**src/rtl/gl1_pixel_split_pkg.sv**
```systemverilog
// Shared video defaults and lane encoding for the pixel splitter.
// A lane is selected by {row_odd, col_odd}; a start-of-frame pixel always goes to lane A.
package gl_video_pkg;

   localparam int D_WIDTH_DEF   = 8;
   localparam int CNT_WIDTH_DEF = 12;

   typedef enum logic [1:0] {
      LANE_A = 2'd0,
      LANE_B = 2'd1,
      LANE_C = 2'd2,
      LANE_D = 2'd3
   } lane_e;

   function automatic lane_e lane_sel(input logic tuser, input logic row_odd, input logic col_odd);
      return tuser ? LANE_A : lane_e'({row_odd, col_odd});
   endfunction

endpackage

```
**src/rtl/gl1_pixel_split_if.sv**
```systemverilog
// Source stream, four lane streams and sticky status for gl1_pixel_split.
// The master modport is the source/sink side; slave is the splitter itself.
interface gl1_pixel_split_if #(
   parameter int D_WIDTH = gl_video_pkg::D_WIDTH_DEF
) ();

   logic [D_WIDTH-1:0] up_data;
   logic               up_valid;
   logic               up_tlast;
   logic               up_tuser;
   logic               up_ready;

   logic [D_WIDTH-1:0] down_data_a, down_data_b, down_data_c, down_data_d;
   logic               down_valid_a, down_valid_b, down_valid_c, down_valid_d;
   logic               down_tlast_a, down_tlast_b, down_tlast_c, down_tlast_d;
   logic               down_tuser_a, down_tuser_b, down_tuser_c, down_tuser_d;
   logic               down_ready_a, down_ready_b, down_ready_c, down_ready_d;

   logic               err_odd_width;
   logic               err_len_mismatch;

   modport master (
      output up_data, up_valid, up_tlast, up_tuser,
      input  up_ready,
      input  down_data_a, down_data_b, down_data_c, down_data_d,
      input  down_valid_a, down_valid_b, down_valid_c, down_valid_d,
      input  down_tlast_a, down_tlast_b, down_tlast_c, down_tlast_d,
      input  down_tuser_a, down_tuser_b, down_tuser_c, down_tuser_d,
      output down_ready_a, down_ready_b, down_ready_c, down_ready_d,
      input  err_odd_width, err_len_mismatch
   );

   modport slave (
      input  up_data, up_valid, up_tlast, up_tuser,
      output up_ready,
      output down_data_a, down_data_b, down_data_c, down_data_d,
      output down_valid_a, down_valid_b, down_valid_c, down_valid_d,
      output down_tlast_a, down_tlast_b, down_tlast_c, down_tlast_d,
      output down_tuser_a, down_tuser_b, down_tuser_c, down_tuser_d,
      input  down_ready_a, down_ready_b, down_ready_c, down_ready_d,
      output err_odd_width, err_len_mismatch
   );

endinterface

```
**src/rtl/gl1_pixel_split_lane.sv**
```systemverilog
// One-entry register slice: loads a pixel with its flags, clears valid when drained.
// Load wins over drain so a same-cycle drain+load keeps full throughput.
module gl_lane_slice
   import gl_video_pkg::*;
#(
   parameter int D_WIDTH = D_WIDTH_DEF
) (
   input  logic               clk,
   input  logic               rst,
   input  logic               load,
   input  logic               drain,
   input  logic [D_WIDTH-1:0] din,
   input  logic               tlast_in,
   input  logic               tuser_in,
   output logic               valid,
   output logic [D_WIDTH-1:0] dout,
   output logic               tlast_out,
   output logic               tuser_out
);

   logic               valid_q, valid_d;
   logic [D_WIDTH-1:0] data_q, data_d;
   logic               tlast_q, tlast_d;
   logic               tuser_q, tuser_d;

   always_comb begin
      valid_d = valid_q;
      data_d  = data_q;
      tlast_d = tlast_q;
      tuser_d = tuser_q;
      if (drain) begin
         valid_d = 1'b0;
      end
      if (load) begin
         valid_d = 1'b1;
         data_d  = din;
         tlast_d = tlast_in;
         tuser_d = tuser_in;
      end
   end

   always_ff @(posedge clk) begin
      if (!rst) begin
         valid_q <= 1'b0;
         data_q  <= '0;
         tlast_q <= 1'b0;
         tuser_q <= 1'b0;
      end else begin
         valid_q <= valid_d;
         data_q  <= data_d;
         tlast_q <= tlast_d;
         tuser_q <= tuser_d;
      end
   end

   assign valid     = valid_q;
   assign dout      = data_q;
   assign tlast_out = tlast_q;
   assign tuser_out = tuser_q;

endmodule

```
**src/rtl/gl1_pixel_split.sv**
```systemverilog
// Splits a raster pixel stream into four lanes by row/column parity (a,b = even row; c,d = odd row)
// and flags odd line widths and line-length mismatches within a frame.
module gl1_pixel_split
   import gl_video_pkg::*;
#(
   parameter int D_WIDTH   = D_WIDTH_DEF,
   parameter int CNT_WIDTH = CNT_WIDTH_DEF
) (
   input logic              clk,
   input logic              rst,
   gl1_pixel_split_if.slave bus
);

   logic [3:0]         lane_valid, lane_ready, lane_load, lane_tlast, lane_tuser;
   logic [D_WIDTH-1:0] lane_data [4];

   lane_e sel;
   logic  up_ready;
   logic  accept;

   logic                 col_odd_q, col_odd_d;
   logic                 row_odd_q, row_odd_d;
   logic                 first_line_q, first_line_d;
   logic                 err_odd_q, err_odd_d;
   logic                 err_mis_q, err_mis_d;
   logic [CNT_WIDTH-1:0] line_cnt_q, line_cnt_d;
   logic [CNT_WIDTH-1:0] ref_len_q, ref_len_d;

   logic                 origin_row, origin_col, first_base, err_odd_base, err_mis_base;
   logic [CNT_WIDTH-1:0] cnt_base, line_len;

   assign lane_ready = {bus.down_ready_d, bus.down_ready_c, bus.down_ready_b, bus.down_ready_a};

   // Ready looks only at the lane this beat would target, never at up_valid.
   always_comb begin
      sel       = lane_sel(bus.up_tuser, row_odd_q, col_odd_q);
      up_ready  = rst & (~lane_valid[sel] | lane_ready[sel]);
      accept    = bus.up_valid & up_ready;
      lane_load = '0;
      lane_load[sel] = accept;
   end

   for (genvar i = 0; i < 4; i++) begin : g_lane
      gl_lane_slice #(.D_WIDTH(D_WIDTH)) u_lane (
         .clk       (clk),
         .rst       (rst),
         .load      (lane_load[i]),
         .drain     (lane_ready[i]),
         .din       (bus.up_data),
         .tlast_in  (bus.up_tlast),
         .tuser_in  (bus.up_tuser),
         .valid     (lane_valid[i]),
         .dout      (lane_data[i]),
         .tlast_out (lane_tlast[i]),
         .tuser_out (lane_tuser[i])
      );
   end

   // A tuser pixel restarts position, line count and errors before its own checks apply.
   always_comb begin
      origin_row   = bus.up_tuser ? 1'b0 : row_odd_q;
      origin_col   = bus.up_tuser ? 1'b0 : col_odd_q;
      first_base   = bus.up_tuser | first_line_q;
      err_odd_base = bus.up_tuser ? 1'b0 : err_odd_q;
      err_mis_base = bus.up_tuser ? 1'b0 : err_mis_q;
      cnt_base     = bus.up_tuser ? '0 : line_cnt_q;
      line_len     = (cnt_base == '1) ? cnt_base : cnt_base + 1'b1;

      col_odd_d    = col_odd_q;
      row_odd_d    = row_odd_q;
      first_line_d = first_line_q;
      err_odd_d    = err_odd_q;
      err_mis_d    = err_mis_q;
      line_cnt_d   = line_cnt_q;
      ref_len_d    = ref_len_q;

      if (accept) begin
         first_line_d = first_base;
         err_odd_d    = err_odd_base;
         err_mis_d    = err_mis_base;
         if (bus.up_tlast) begin
            col_odd_d  = 1'b0;
            row_odd_d  = ~origin_row;
            line_cnt_d = '0;
            if (!origin_col) begin
               err_odd_d = 1'b1;
            end
            if (first_base) begin
               ref_len_d    = line_len;
               first_line_d = 1'b0;
            end else if ((line_len != ref_len_q) || (line_len == '1)) begin
               err_mis_d = 1'b1;
            end
         end else begin
            col_odd_d  = ~origin_col;
            row_odd_d  = origin_row;
            line_cnt_d = line_len;
         end
      end
   end

   always_ff @(posedge clk) begin
      if (!rst) begin
         col_odd_q    <= 1'b0;
         row_odd_q    <= 1'b0;
         first_line_q <= 1'b1;
         err_odd_q    <= 1'b0;
         err_mis_q    <= 1'b0;
         line_cnt_q   <= '0;
         ref_len_q    <= '0;
      end else begin
         col_odd_q    <= col_odd_d;
         row_odd_q    <= row_odd_d;
         first_line_q <= first_line_d;
         err_odd_q    <= err_odd_d;
         err_mis_q    <= err_mis_d;
         line_cnt_q   <= line_cnt_d;
         ref_len_q    <= ref_len_d;
      end
   end

   assign bus.up_ready         = up_ready;
   assign bus.err_odd_width    = err_odd_q;
   assign bus.err_len_mismatch = err_mis_q;

   assign bus.down_valid_a = lane_valid[0];
   assign bus.down_valid_b = lane_valid[1];
   assign bus.down_valid_c = lane_valid[2];
   assign bus.down_valid_d = lane_valid[3];
   assign bus.down_data_a  = lane_data[0];
   assign bus.down_data_b  = lane_data[1];
   assign bus.down_data_c  = lane_data[2];
   assign bus.down_data_d  = lane_data[3];
   assign bus.down_tlast_a = lane_tlast[0];
   assign bus.down_tlast_b = lane_tlast[1];
   assign bus.down_tlast_c = lane_tlast[2];
   assign bus.down_tlast_d = lane_tlast[3];
   assign bus.down_tuser_a = lane_tuser[0];
   assign bus.down_tuser_b = lane_tuser[1];
   assign bus.down_tuser_c = lane_tuser[2];
   assign bus.down_tuser_d = lane_tuser[3];

endmodule

```
**src/flat_wrapper.sv**
```systemverilog
// flat-port wrapper written by rule: the top's interface ports become plain ports
module gl1_pixel_split_flat import gl_video_pkg::*;
#(
   parameter int D_WIDTH   = D_WIDTH_DEF,
   parameter int CNT_WIDTH = CNT_WIDTH_DEF
)
  (clk, rst, bus_up_data, bus_up_valid, bus_up_tlast, bus_up_tuser, bus_up_ready, bus_down_data_a, bus_down_data_b, bus_down_data_c, bus_down_data_d, bus_down_valid_a, bus_down_valid_b, bus_down_valid_c, bus_down_valid_d, bus_down_tlast_a, bus_down_tlast_b, bus_down_tlast_c, bus_down_tlast_d, bus_down_tuser_a, bus_down_tuser_b, bus_down_tuser_c, bus_down_tuser_d, bus_down_ready_a, bus_down_ready_b, bus_down_ready_c, bus_down_ready_d, bus_err_odd_width, bus_err_len_mismatch);
  gl1_pixel_split_if #(.D_WIDTH(D_WIDTH)) bus_i ();
  input logic clk;
  input logic rst;
  input wire logic [$bits(bus_i.up_data)-1:0] bus_up_data;
  input wire logic [$bits(bus_i.up_valid)-1:0] bus_up_valid;
  input wire logic [$bits(bus_i.up_tlast)-1:0] bus_up_tlast;
  input wire logic [$bits(bus_i.up_tuser)-1:0] bus_up_tuser;
  output wire logic [$bits(bus_i.up_ready)-1:0] bus_up_ready;
  output wire logic [$bits(bus_i.down_data_a)-1:0] bus_down_data_a;
  output wire logic [$bits(bus_i.down_data_b)-1:0] bus_down_data_b;
  output wire logic [$bits(bus_i.down_data_c)-1:0] bus_down_data_c;
  output wire logic [$bits(bus_i.down_data_d)-1:0] bus_down_data_d;
  output wire logic [$bits(bus_i.down_valid_a)-1:0] bus_down_valid_a;
  output wire logic [$bits(bus_i.down_valid_b)-1:0] bus_down_valid_b;
  output wire logic [$bits(bus_i.down_valid_c)-1:0] bus_down_valid_c;
  output wire logic [$bits(bus_i.down_valid_d)-1:0] bus_down_valid_d;
  output wire logic [$bits(bus_i.down_tlast_a)-1:0] bus_down_tlast_a;
  output wire logic [$bits(bus_i.down_tlast_b)-1:0] bus_down_tlast_b;
  output wire logic [$bits(bus_i.down_tlast_c)-1:0] bus_down_tlast_c;
  output wire logic [$bits(bus_i.down_tlast_d)-1:0] bus_down_tlast_d;
  output wire logic [$bits(bus_i.down_tuser_a)-1:0] bus_down_tuser_a;
  output wire logic [$bits(bus_i.down_tuser_b)-1:0] bus_down_tuser_b;
  output wire logic [$bits(bus_i.down_tuser_c)-1:0] bus_down_tuser_c;
  output wire logic [$bits(bus_i.down_tuser_d)-1:0] bus_down_tuser_d;
  input wire logic [$bits(bus_i.down_ready_a)-1:0] bus_down_ready_a;
  input wire logic [$bits(bus_i.down_ready_b)-1:0] bus_down_ready_b;
  input wire logic [$bits(bus_i.down_ready_c)-1:0] bus_down_ready_c;
  input wire logic [$bits(bus_i.down_ready_d)-1:0] bus_down_ready_d;
  output wire logic [$bits(bus_i.err_odd_width)-1:0] bus_err_odd_width;
  output wire logic [$bits(bus_i.err_len_mismatch)-1:0] bus_err_len_mismatch;
  assign bus_i.up_data = bus_up_data;
  assign bus_i.up_valid = bus_up_valid;
  assign bus_i.up_tlast = bus_up_tlast;
  assign bus_i.up_tuser = bus_up_tuser;
  assign bus_up_ready = bus_i.up_ready;
  assign bus_down_data_a = bus_i.down_data_a;
  assign bus_down_data_b = bus_i.down_data_b;
  assign bus_down_data_c = bus_i.down_data_c;
  assign bus_down_data_d = bus_i.down_data_d;
  assign bus_down_valid_a = bus_i.down_valid_a;
  assign bus_down_valid_b = bus_i.down_valid_b;
  assign bus_down_valid_c = bus_i.down_valid_c;
  assign bus_down_valid_d = bus_i.down_valid_d;
  assign bus_down_tlast_a = bus_i.down_tlast_a;
  assign bus_down_tlast_b = bus_i.down_tlast_b;
  assign bus_down_tlast_c = bus_i.down_tlast_c;
  assign bus_down_tlast_d = bus_i.down_tlast_d;
  assign bus_down_tuser_a = bus_i.down_tuser_a;
  assign bus_down_tuser_b = bus_i.down_tuser_b;
  assign bus_down_tuser_c = bus_i.down_tuser_c;
  assign bus_down_tuser_d = bus_i.down_tuser_d;
  assign bus_i.down_ready_a = bus_down_ready_a;
  assign bus_i.down_ready_b = bus_down_ready_b;
  assign bus_i.down_ready_c = bus_down_ready_c;
  assign bus_i.down_ready_d = bus_down_ready_d;
  assign bus_err_odd_width = bus_i.err_odd_width;
  assign bus_err_len_mismatch = bus_i.err_len_mismatch;
  gl1_pixel_split #(.D_WIDTH(D_WIDTH), .CNT_WIDTH(CNT_WIDTH)) u_core (.clk(clk), .rst(rst), .bus(bus_i));
endmodule
```
**config.mk**
```make
export PLATFORM = sky130hd
export DESIGN_NAME = gl1_pixel_split_flat
export DESIGN_NICKNAME = d
export VERILOG_FILES = /design/src/rtl/gl1_pixel_split_pkg.sv /design/src/rtl/gl1_pixel_split_if.sv /design/src/rtl/gl1_pixel_split_lane.sv /design/src/rtl/gl1_pixel_split.sv /design/src/flat_wrapper.sv
export SDC_FILE = /design/constraint.sdc
export NUM_CORES = 1
export LEC_CHECK = 0
export CORE_MARGIN = 5
export CORE_UTILIZATION = 57
export CTS_CLUSTER_SIZE = 8
export DETAILED_ROUTE_END_ITERATION = 6
export MAX_ROUTING_LAYER = met4
export PLACE_DENSITY = 0.95
export SYNTH_ARGS = -nofsm -noshare
export SYNTH_HDL_FRONTEND = slang
export SYNTH_HIERARCHICAL = 1
export SYNTH_SLANG_ARGS = --single-unit
export TNS_END_PERCENT = 20
```
**constraint.sdc**
```tcl
create_clock -name clk -period 8.61 [get_ports clk]
set_clock_uncertainty 0.05 [all_clocks]
set_input_delay 1.2915 -clock clk [delete_from_list [all_inputs] [get_ports clk]]
set_output_delay 1.2915 -clock clk [all_outputs]
set_load 0.01 [all_outputs]
```
### After elaboration in Yosys (flattened, before gate mapping)

Index checks and enable logic that the tools add are counted.

* output and inout port bits: 47
* flip-flop bits (word level): 73

* reduce and logical (&&, ||, !) cells: 7
* $add $sub $neg: 1
* bitwise operators: 8
* magnitude comparators: 2
* equality and inequality tests: 3
* multiplexer cells: 30

Operators with widths (number)
* $mux 12: 3
* $eq 12x12->1 const B: 2
* $mux 1: 23
* $add 12x1->12 const B: 1
* $ne 12x12->1: 1
* $reduce_bool 2->1: 4
* $and 4x4->4: 1
* $bmux 1 s2: 2
* $lt 2x3->1 const B: 1
* $not 1->1: 3
* $reduce_and 3->1: 1
* $and 1x1->1: 2
* $demux 1 s2: 1
* $ge 2x1->1 const B: 1
* $mux 2: 1
* $or 1x1->1: 2
* $logic_and 1x1->1: 1
* $logic_or 1x1->1: 1

### Depth between registers and ports, before layout

Gate-level depths: netlist of the first run.

* word-level depth: 9
* depth in mapped cells: 10
* mapped depth without buffers: 9

### By module

The synthesis of the first run kept the hierarchy.

By module, submodules not included
* gl1_pixel_split: cells each 234, times used 1, area an instance 1936.9 um^2, seq. area each 580.6 um^2
* gl_lane_slice: cells each 35, times used 4, area an instance 411.6 um^2, seq. area each 220.2 um^2

### Worst setup path after synthesis of the first run

OpenSTA, ideal clock, no wires.

* path kind: input-to-reg
* start: input bus_up_tuser
* end: register u_core.err_mis_q, in the netlist u_core/bus.err_len_mismatch
* arrival time: 3456 ps
* data required time: 8429 ps
* path slack: 4972 ps
* cell stages on the path: 10
* cells stage by stage: clkbuf_8 nor2b_1 ha_1 nand4_4 nor4_4 mux2i_1 xor2_1 nand3_1 a2111oi_2 a31oi_1

* word-level cells in the longest chain between the ends: 8
* elaborated cells between the ends (all ways): 21

Ends and longest elaborated chain
* from (decl): line flat_wrapper.sv:14 `input wire logic [$bits(bus_i.up_tuser)-1:0] bus_up_tuser;`
* $mux 12: line gl1_pixel_split.sv:66 `cnt_base = bus.up_tuser ? '0 : line_cnt_q;`
* $add 12x1->12 / $eq 12x12->1 (equally long branches): line gl1_pixel_split.sv:67 `line_len = (cnt_base == '1) ? cnt_base : cnt_base + 1'b1;`
* $mux 12: line gl1_pixel_split.sv:67
* $ne 12x12->1 / $eq 12x12->1 (equally long branches): line gl1_pixel_split.sv:91 `end else if ((line_len != ref_len_q) || (line_len == '1)) begin`
* $logic_or 1x1->1: line gl1_pixel_split.sv:91
* $mux 1: line gl1_pixel_split.sv:91
* $mux 1: line gl1_pixel_split.sv:88 `if (first_base) begin`
* $mux 1: line gl1_pixel_split.sv:81 `if (bus.up_tlast) begin`
* to (signal assigned): line gl1_pixel_split.sv:116 `err_mis_q <= err_mis_d;`
* to (decl): line gl1_pixel_split.sv:25 `logic err_mis_q, err_mis_d;`

Parallel ways exist; a longest one is shown, timed or not. The select of a mux whose other input is x is not followed.
A chain may end at the register's enable or synchronous reset.

### Final worst setup path of the first run

* start: input bus_up_tuser
* end: output bus_up_ready

* word-level cells in the longest chain between the ends: 6
* elaborated cells between the ends (all ways): 8

Ends and longest elaborated chain
* $mux 2 (*): line gl1_pixel_split_pkg.sv:16 `return tuser ? LANE_A : lane_e'({row_odd, col_odd});`
* $bmux 1 s2: line gl1_pixel_split.sv:37 `up_ready = rst & (~lane_valid[sel] | lane_ready[sel]);`
* $mux 1 (not written as such): line gl1_pixel_split.sv:37
* $not 1->1: line gl1_pixel_split.sv:37
* $or 1x1->1 (*): line gl1_pixel_split.sv:37
* $and 1x1->1 (*): line gl1_pixel_split.sv:37
* to (decl): line flat_wrapper.sv:15 `output wire logic [$bits(bus_i.up_ready)-1:0] bus_up_ready;`

Every way passes the cells marked *; elsewhere a longest branch is shown, timed or not. The select of a mux whose other input is x is not followed.

==> run summary, run 1 <==
### Critical path
- **worst path required time** 7.27 ns
- **worst endpoint data arrival time** 3.42 ns
- **kind of launch point of the worst setup path** input pin
- **critical-path maximum fanout** 28
- **depth of the worst register-to-register path** 7
- **critical path capture point type** primary output
- **Crit Path Class** input pin to primary output
- **stage delay of the slowest cell on the critical path** 0.58 ns
- **crit-path cells** clkdlybuf4s50_1 > buf_4 > inv_1 > a31oi_1 > o221ai_2 > and2_1 > clkdlybuf4s50_1
- **master of the slowest instance on the critical path** sky130_fd_sc_hd__clkdlybuf4s50_1
- **Crit path top cell by count** sky130_fd_sc_hd__clkdlybuf4s50_1

### Layout
- **Core Util, Final** 0.734
- **number of diodes** 0
- **number of filler instances in the final layout** 435
- **most common cell after layout, fill and taps aside** sky130_fd_sc_hd__dfxtp_1
- **P&R area growth vs syn** 23.4%
- **commonest cells after routing, fill and taps aside** 73 x sky130_fd_sc_hd__dfxtp_1, 65 x sky130_fd_sc_hd__nor2b_1, 62 x sky130_fd_sc_hd__clkdlybuf4s50_1
- **nets** 448
- **final std cells w/o fill** 510
- **fraction of final layout cells sized beyond drive strength 1** 0.0851

### Clock network
- **TritonCTS clock tree** yes
- **total number of H-tree levels** 3
- **number of cells upsized or downsized after cts** 0
- **clock transition at the registers of the reported paths** 0.07 ns
- **maximum clock path buffer count** 2
- **source-to-sink clock delay at the later pin of the worst-skew pair** 0.35 ns
- **root cell of the clock tree** sky130_fd_sc_hd__clkbuf_8
- **post-CTS setup buffers** 0
- **number of buffers created by CTS** 9
- **count of hold buffers inserted by post-cts repair** 0
- **# clock sinks** 73

### Synth
- **top_reg_cell synth** sky130_fd_sc_hd__dfxtp_1
- **flops & latches, synth** 73
- **count of different cell masters after synthesis** 53
- **mapped cell area** 0.00358 mm^2
- **top cell type's share of synthesized area** 0.408
- **Synthesis Warnings** 6
- **Area contributors post-synth** sky130_fd_sc_hd__dfxtp_1 41%, sky130_fd_sc_hd__mux2i_1 14%, sky130_fd_sc_hd__nor2b_1 11%
- **sequential-to-total area share from yosys stat** 0.408
- **post-synthesis average cell area** 9.58 um^2
- **fraction of registers with async set or reset after synthesis** 0
- **Syn Inst Count** 374
- **number of enable flip-flop cells after synthesis** 0
- **Post-Synthesis Net Count** 392
- **cell accounting for the most synthesized area** sky130_fd_sc_hd__dfxtp_1

### Global route
- **number of antenna violations at the first check in global routing** 0
- **maximum number of pins on one net before global-route repair** 76
- **first-pass GRT wire length** 14.0 mm
- **total routing resource utilization after global routing** 0.236
- **total congestion overflow after global routing** 0
- **number of global-route vias before repair** 2884

### STA
- **achievable clock frequency** 0.210 GHz
- **RSZ-0062 raised after global routing** no
- **final-report hold violation count** 0
- **number of max-slew violations in the final report** 0
- **min setup slack post-route** 3.84 ns
- **setup total negative slack** 0 ns
- **minimum clock period** 4.77 ns
- **smallest hold slack** 0.466 ns
- **Least-Margin Pin Slew** 1.14 ns
- **max-slew headroom at the worst pin** 0.233
- **ratio of final minimum period to clock period** 0.554
- **Final setup violation count** 0

### Floorplanning
- **Die ar.** 0.00797 mm^2
- **count of boundary I/O pins** 64
- **initial core utilization** 0.595
- **Die Y** 89.3 um
- **horizontal die dimension** 89.3 um
- **core region area** 0.00603 mm^2
- **number of standard-cell rows in the floorplan** 28

### Detailed routing
- **DR WL/cell** 17.2 um
- **remaining antenna violation count after routing** 0
- **detailed-routing iteration count for the pre-antenna-repair pass** 5
- **detailed-route wire length** 8.78 mm
- **number of violations reported at the end of detailed-routing iteration 0** 311
- **routed via count** 3003
- **via/cell ratio** 5.89
- **DRC** 0

### Placed design
- **global placer's final weighted congestion** 0.910
- **post-DP HPWL** 6.10 mm
- **Port Buffers** 63
- **placed insts** 494
- **pre-CTS WS** 3.81 ns

### Power
- **largest vdd supply drop** 0.154 mV
- **Gate power share** 0.088
- **fraction of power consumed by the clock network** 0.417
- **P_int** 0.000538 W
- **Static Leakage** 1.48 nW
- **power per cell area** 159 mW/mm^2
- **switching share of total power** 0.237
- **sw power** 0.000167 W
- **sequential cell fraction of total power** 0.495

### Min path
- **count of cells along the worst hold path** 2
- **type of the tightest min-delay check** flip-flop to flip-flop

### Run
- **total of max-cap violations** 0

### Outcome
- **result of the run** finished, final reports clean

==> metal layers <==
layer,track usage,up-vias,wire length (um)
met5,-,-,0
met4,0.0907,0,144
met3,0.0452,17,556
met2,0.384,128,4260
met1,0.288,1429,3820
li1,-,1429,-
==> power by group through the flow <==
stage | logic [W] | clock network, W | registers, W
floorplan | 0.0000361 | 0 | 0.000356
global placement | 0.0000597 | 0 | 0.000356
detailed placement | 0.0000611 | 0 | 0.000357
CTS | 0.0000618 | 0.000298 | 0.000349
global route | 0.0000666 | 0.000315 | 0.000350
finish | 0.0000619 | 0.000294 | 0.000349
==> synthesized netlist by cell type (all sizes together) (7+ instances only) <==
| cell type | count |
|---|---|
| mux2i | 50 |
| nor4 | 7 |
| inv | 8 |
| nand2 | 18 |
| buf | 8 |
| clkbuf | 12 |
| nor2b | 65 |
| dfxtp | 73 |
| nor2 | 10 |
| xnor2 | 10 |
| nor3 | 16 |
| a21oi | 21 |
==> worst max-delay path: cells and delay by family <==
kind / cells / cell delay (ns)
AND/OR/NAND/NOR: 1 / 0.23
AO/OA/AOI/OAI: 2 / 0.37
buffers and inverters: 4 / 1.52
==> sequential cells by signal, summed over array words and instances (netlist names) <==
name                            cells
u_core/g_lane.u_lane/dout          32
u_core/line_cnt_q                  12
u_core/ref_len_q                   12
u_core/g_lane.u_lane/tlast_out      4
u_core/g_lane.u_lane/tuser_out      4
u_core/g_lane.u_lane/valid          4
u_core/bus.err_len_mismatch         1
u_core/bus.err_odd_width            1
u_core/col_odd_q                    1
u_core/first_line_q                 1
u_core/row_odd_q                    1
==> worst paths after layout <==
check	slack (ns)	to	startpoint
setup / recovery	3.84	bus_up_ready	bus_up_tuser
hold / removal	0.47	u_core/g_lane[2].u_lane/tlast_out$_SDFFE_PN0P_	u_core/g_lane[2].u_lane/tlast_out$_SDFFE_PN0P_
setup reg to reg	5.30	u_core/g_lane[3].u_lane/dout[5]$_SDFFE_PN0P_	u_core/col_odd_q$_SDFFE_PN0P_
hold reg to reg	0.47	u_core/g_lane[2].u_lane/tlast_out$_SDFFE_PN0P_	u_core/g_lane[2].u_lane/tlast_out$_SDFFE_PN0P_
==> kinds of logic after synthesis <==
| group | after synthesis | synth area share |
|---|---|---|
| AND/OR/NAND/NOR | 150 | 0.257 |
| adder cells (fa/ha/maj) | 1 | 0.00349 |
| XOR/XNOR | 12 | 0.0314 |
| multiplexers | 53 | 0.149 |
| buffers and inverters | 29 | 0.0464 |
| flip-flops | 73 | 0.408 |
| AO/OA/AOI/OAI | 56 | 0.105 |
==> cell type report <==
type,instances,area (um^2),share of cell area
tap,75,93.8,0.0212
sequential,73,1460,0.330
multi-input combinational,272,1970,0.446
clock buffer,10,128,0.0289
timing repair buffer,66,648,0.147
clock inverter,6,90.1,0.0204
inverter,8,30.0,0.00679
==> metrics by stage <==
stage               total power [W]  instance area [um^2]
floorplan                  0.000392                  3580
global placement           0.000416                  4210
detailed placement         0.000418                  4210
CTS                        0.000709                  4420
global route               0.000731                  4420
finish                     0.000705                  4420
No activity file was read; power rests on OpenSTA's default activity.
==> run 2: changes to the inputs <==
CORE_UTILIZATION = 53   (was 57)
PLACE_DENSITY = 0.9   (was 0.95)
clock period = 4.9 ns   (was 8.61 ns; I/O delays follow)
==> run summary, run 2 (same netlist as run 1, synthesis figures left out) <==
### Floorplanning
- **number of standard-cell rows in the floorplan** 30
- **horizontal die dimension** 92.2 um
- **initial core utilization** 0.536
- **count of boundary I/O pins** 64
- **Die Y** 92.2 um
- **Die ar.** 0.00851 mm^2
- **core region area** 0.00668 mm^2

### Layout
- **most common cell after layout, fill and taps aside** sky130_fd_sc_hd__dfxtp_1
- **number of flip-flops under the largest register name** 32
- **fin area** 0.00449 mm^2
- **P&R area growth vs syn** 25.3%
- **number of diodes** 0
- **nets** 453
- **fraction of final layout cells sized beyond drive strength 1** 0.0955
- **number of filler instances in the final layout** 496
- **commonest cells after routing, fill and taps aside** 73 x sky130_fd_sc_hd__dfxtp_1, 65 x sky130_fd_sc_hd__nor2b_1, 62 x sky130_fd_sc_hd__clkdlybuf4s50_1

### Outcome
- **result of the run** finished, final reports clean

### Global route
- **number of antenna violations at the first check in global routing** 0
- **first-pass GRT wire length** 14.6 mm
- **number of global-route vias before repair** 3017
- **total congestion overflow after global routing** 0
- **maximum number of pins on one net before global-route repair** 47
- **total routing resource utilization after global routing** 0.223

### STA
- **Least-Margin Pin Slew** 0.760 ns
- **RSZ-0062 raised after global routing** no
- **ratio of final minimum period to clock period** 0.779
- **minimum clock period** 3.82 ns
- **achievable clock frequency** 0.262 GHz
- **final-report hold violation count** 0
- **setup total negative slack** 0 ns
- **number of max-slew violations in the final report** 0
- **Final setup violation count** 0
- **smallest hold slack** 0.464 ns
- **max-slew headroom at the worst pin** 0.492

### Critical path
- **Crit Path Class** input pin to primary output
- **depth of the worst register-to-register path** 9
- **worst path required time** 4.12 ns
- **critical path capture point type** primary output
- **worst endpoint data arrival time** 3.03 ns
- **critical-path maximum fanout** 16
- **kind of launch point of the worst setup path** input pin

### Placed design
- **placement-stage cell area** 0.00425 mm^2
- **Port Buffers** 63
- **post-DP HPWL** 6.17 mm
- **global placer's final weighted congestion** 0.868

### Clock network
- **post-CTS setup buffers** 0
- **count of hold buffers inserted by post-cts repair** 0
- **total number of H-tree levels** 3
- **clock transition at the registers of the reported paths** 0.07 ns
- **number of cells upsized or downsized after cts** 0
- **number of buffers created by CTS** 9
- **source-to-sink clock delay at the later pin of the worst-skew pair** 0.35 ns
- **# clock sinks** 73
- **TritonCTS clock tree** yes
- **root cell of the clock tree** sky130_fd_sc_hd__clkbuf_8
- **maximum clock path buffer count** 2

### Detailed routing
- **number of violations reported at the end of detailed-routing iteration 0** 150
- **routed via count** 2953
- **DR WL/cell** 16.8 um
- **via/cell ratio** 5.68
- **detailed-routing iteration count for the pre-antenna-repair pass** 5
- **DRC** 0
- **remaining antenna violation count after routing** 0
- **detailed-route wire length** 8.73 mm

### Min path
- **count of cells along the worst hold path** 2
- **type of the tightest min-delay check** flip-flop to flip-flop

### Power
- **largest vdd supply drop** 0.242 mV
- **power per cell area** 289 mW/mm^2
- **Static Leakage** 1.52 nW

### Run
- **total of max-cap violations** 0

## run 2: cell types whose count changed in the layout (fill, tap and decap cells not counted)
cell,before,now
sky130_fd_sc_hd__buf_4,3,8
sky130_fd_sc_hd__bufinv_16,2,3
sky130_fd_sc_hd__clkinvlp_4,1,0
sky130_fd_sc_hd__inv_6,1,0
sky130_fd_sc_hd__inv_8,0,1
## run 2: final timing paths
path | from | endpoint | slack (ns)
setup / recovery | bus_up_tuser | bus_up_ready | 1.08
hold / removal | u_core/first_line_q$_SDFFE_PN1P_ | u_core/first_line_q$_SDFFE_PN1P_ | 0.46
setup reg to reg | u_core/line_cnt_q[0]$_SDFFE_PN0P_ | u_core/bus.err_len_mismatch$_SDFFE_PN0P_ | 1.79
hold reg to reg | u_core/first_line_q$_SDFFE_PN1P_ | u_core/first_line_q$_SDFFE_PN1P_ | 0.46
## run 2: area by class of cell
class	count	area (um^2)	share of cell area
Sequential cell	73	1460	0.325
Clock buffer	10	128	0.0284
Inverter	8	30.0	0.00669
Timing Repair Buffer	71	686	0.153
Clock inverter	6	115	0.0256
Multi-Input combinational cell	272	1970	0.439
Tap cell	80	100	0.0223
## run 2: through the flow
step                      std cells  setup WS [ns]   util  total power, W
after floorplan                 374           1.82      -        0.000690
after global placement          504           1.02  0.636        0.000733
after detailed placement        504          0.781  0.636        0.000737
after CTS                       520           1.07  0.672         0.00131
after global routing            520          0.832  0.672         0.00135
final                           520           1.08  0.672         0.00130
## run 2: worst max-delay path: stages
cell and delay, ns:
sky130_fd_sc_hd__clkdlybuf4s50_1 0.68, sky130_fd_sc_hd__inv_1 0.46, sky130_fd_sc_hd__a31oi_1 0.16, sky130_fd_sc_hd__o221ai_2 0.22
sky130_fd_sc_hd__and2_1 0.21, sky130_fd_sc_hd__clkdlybuf4s50_1 0.57
## run 2: power breakdown
part	total [W]	leakage (nW)	internal, W	switching, W
registers	0.000613	0.590	0.000604	0.00000921
clock network	0.000574	0.122	0.000342	0.000232
logic	0.000110	0.803	0.0000546	0.0000556
total	0.00130	1.52	0.00100	0.000297
## run 2: metal layers
layer	vias up	share of wire	wire (um)	GRT usage
li1	1439	-	-	-
met1	1380	0.42	3650	0.259
met2	110	0.49	4270	0.359
met3	24	0.068	594	0.0689
met4	0	0.025	220	0.0916
met5	-	0	0	-
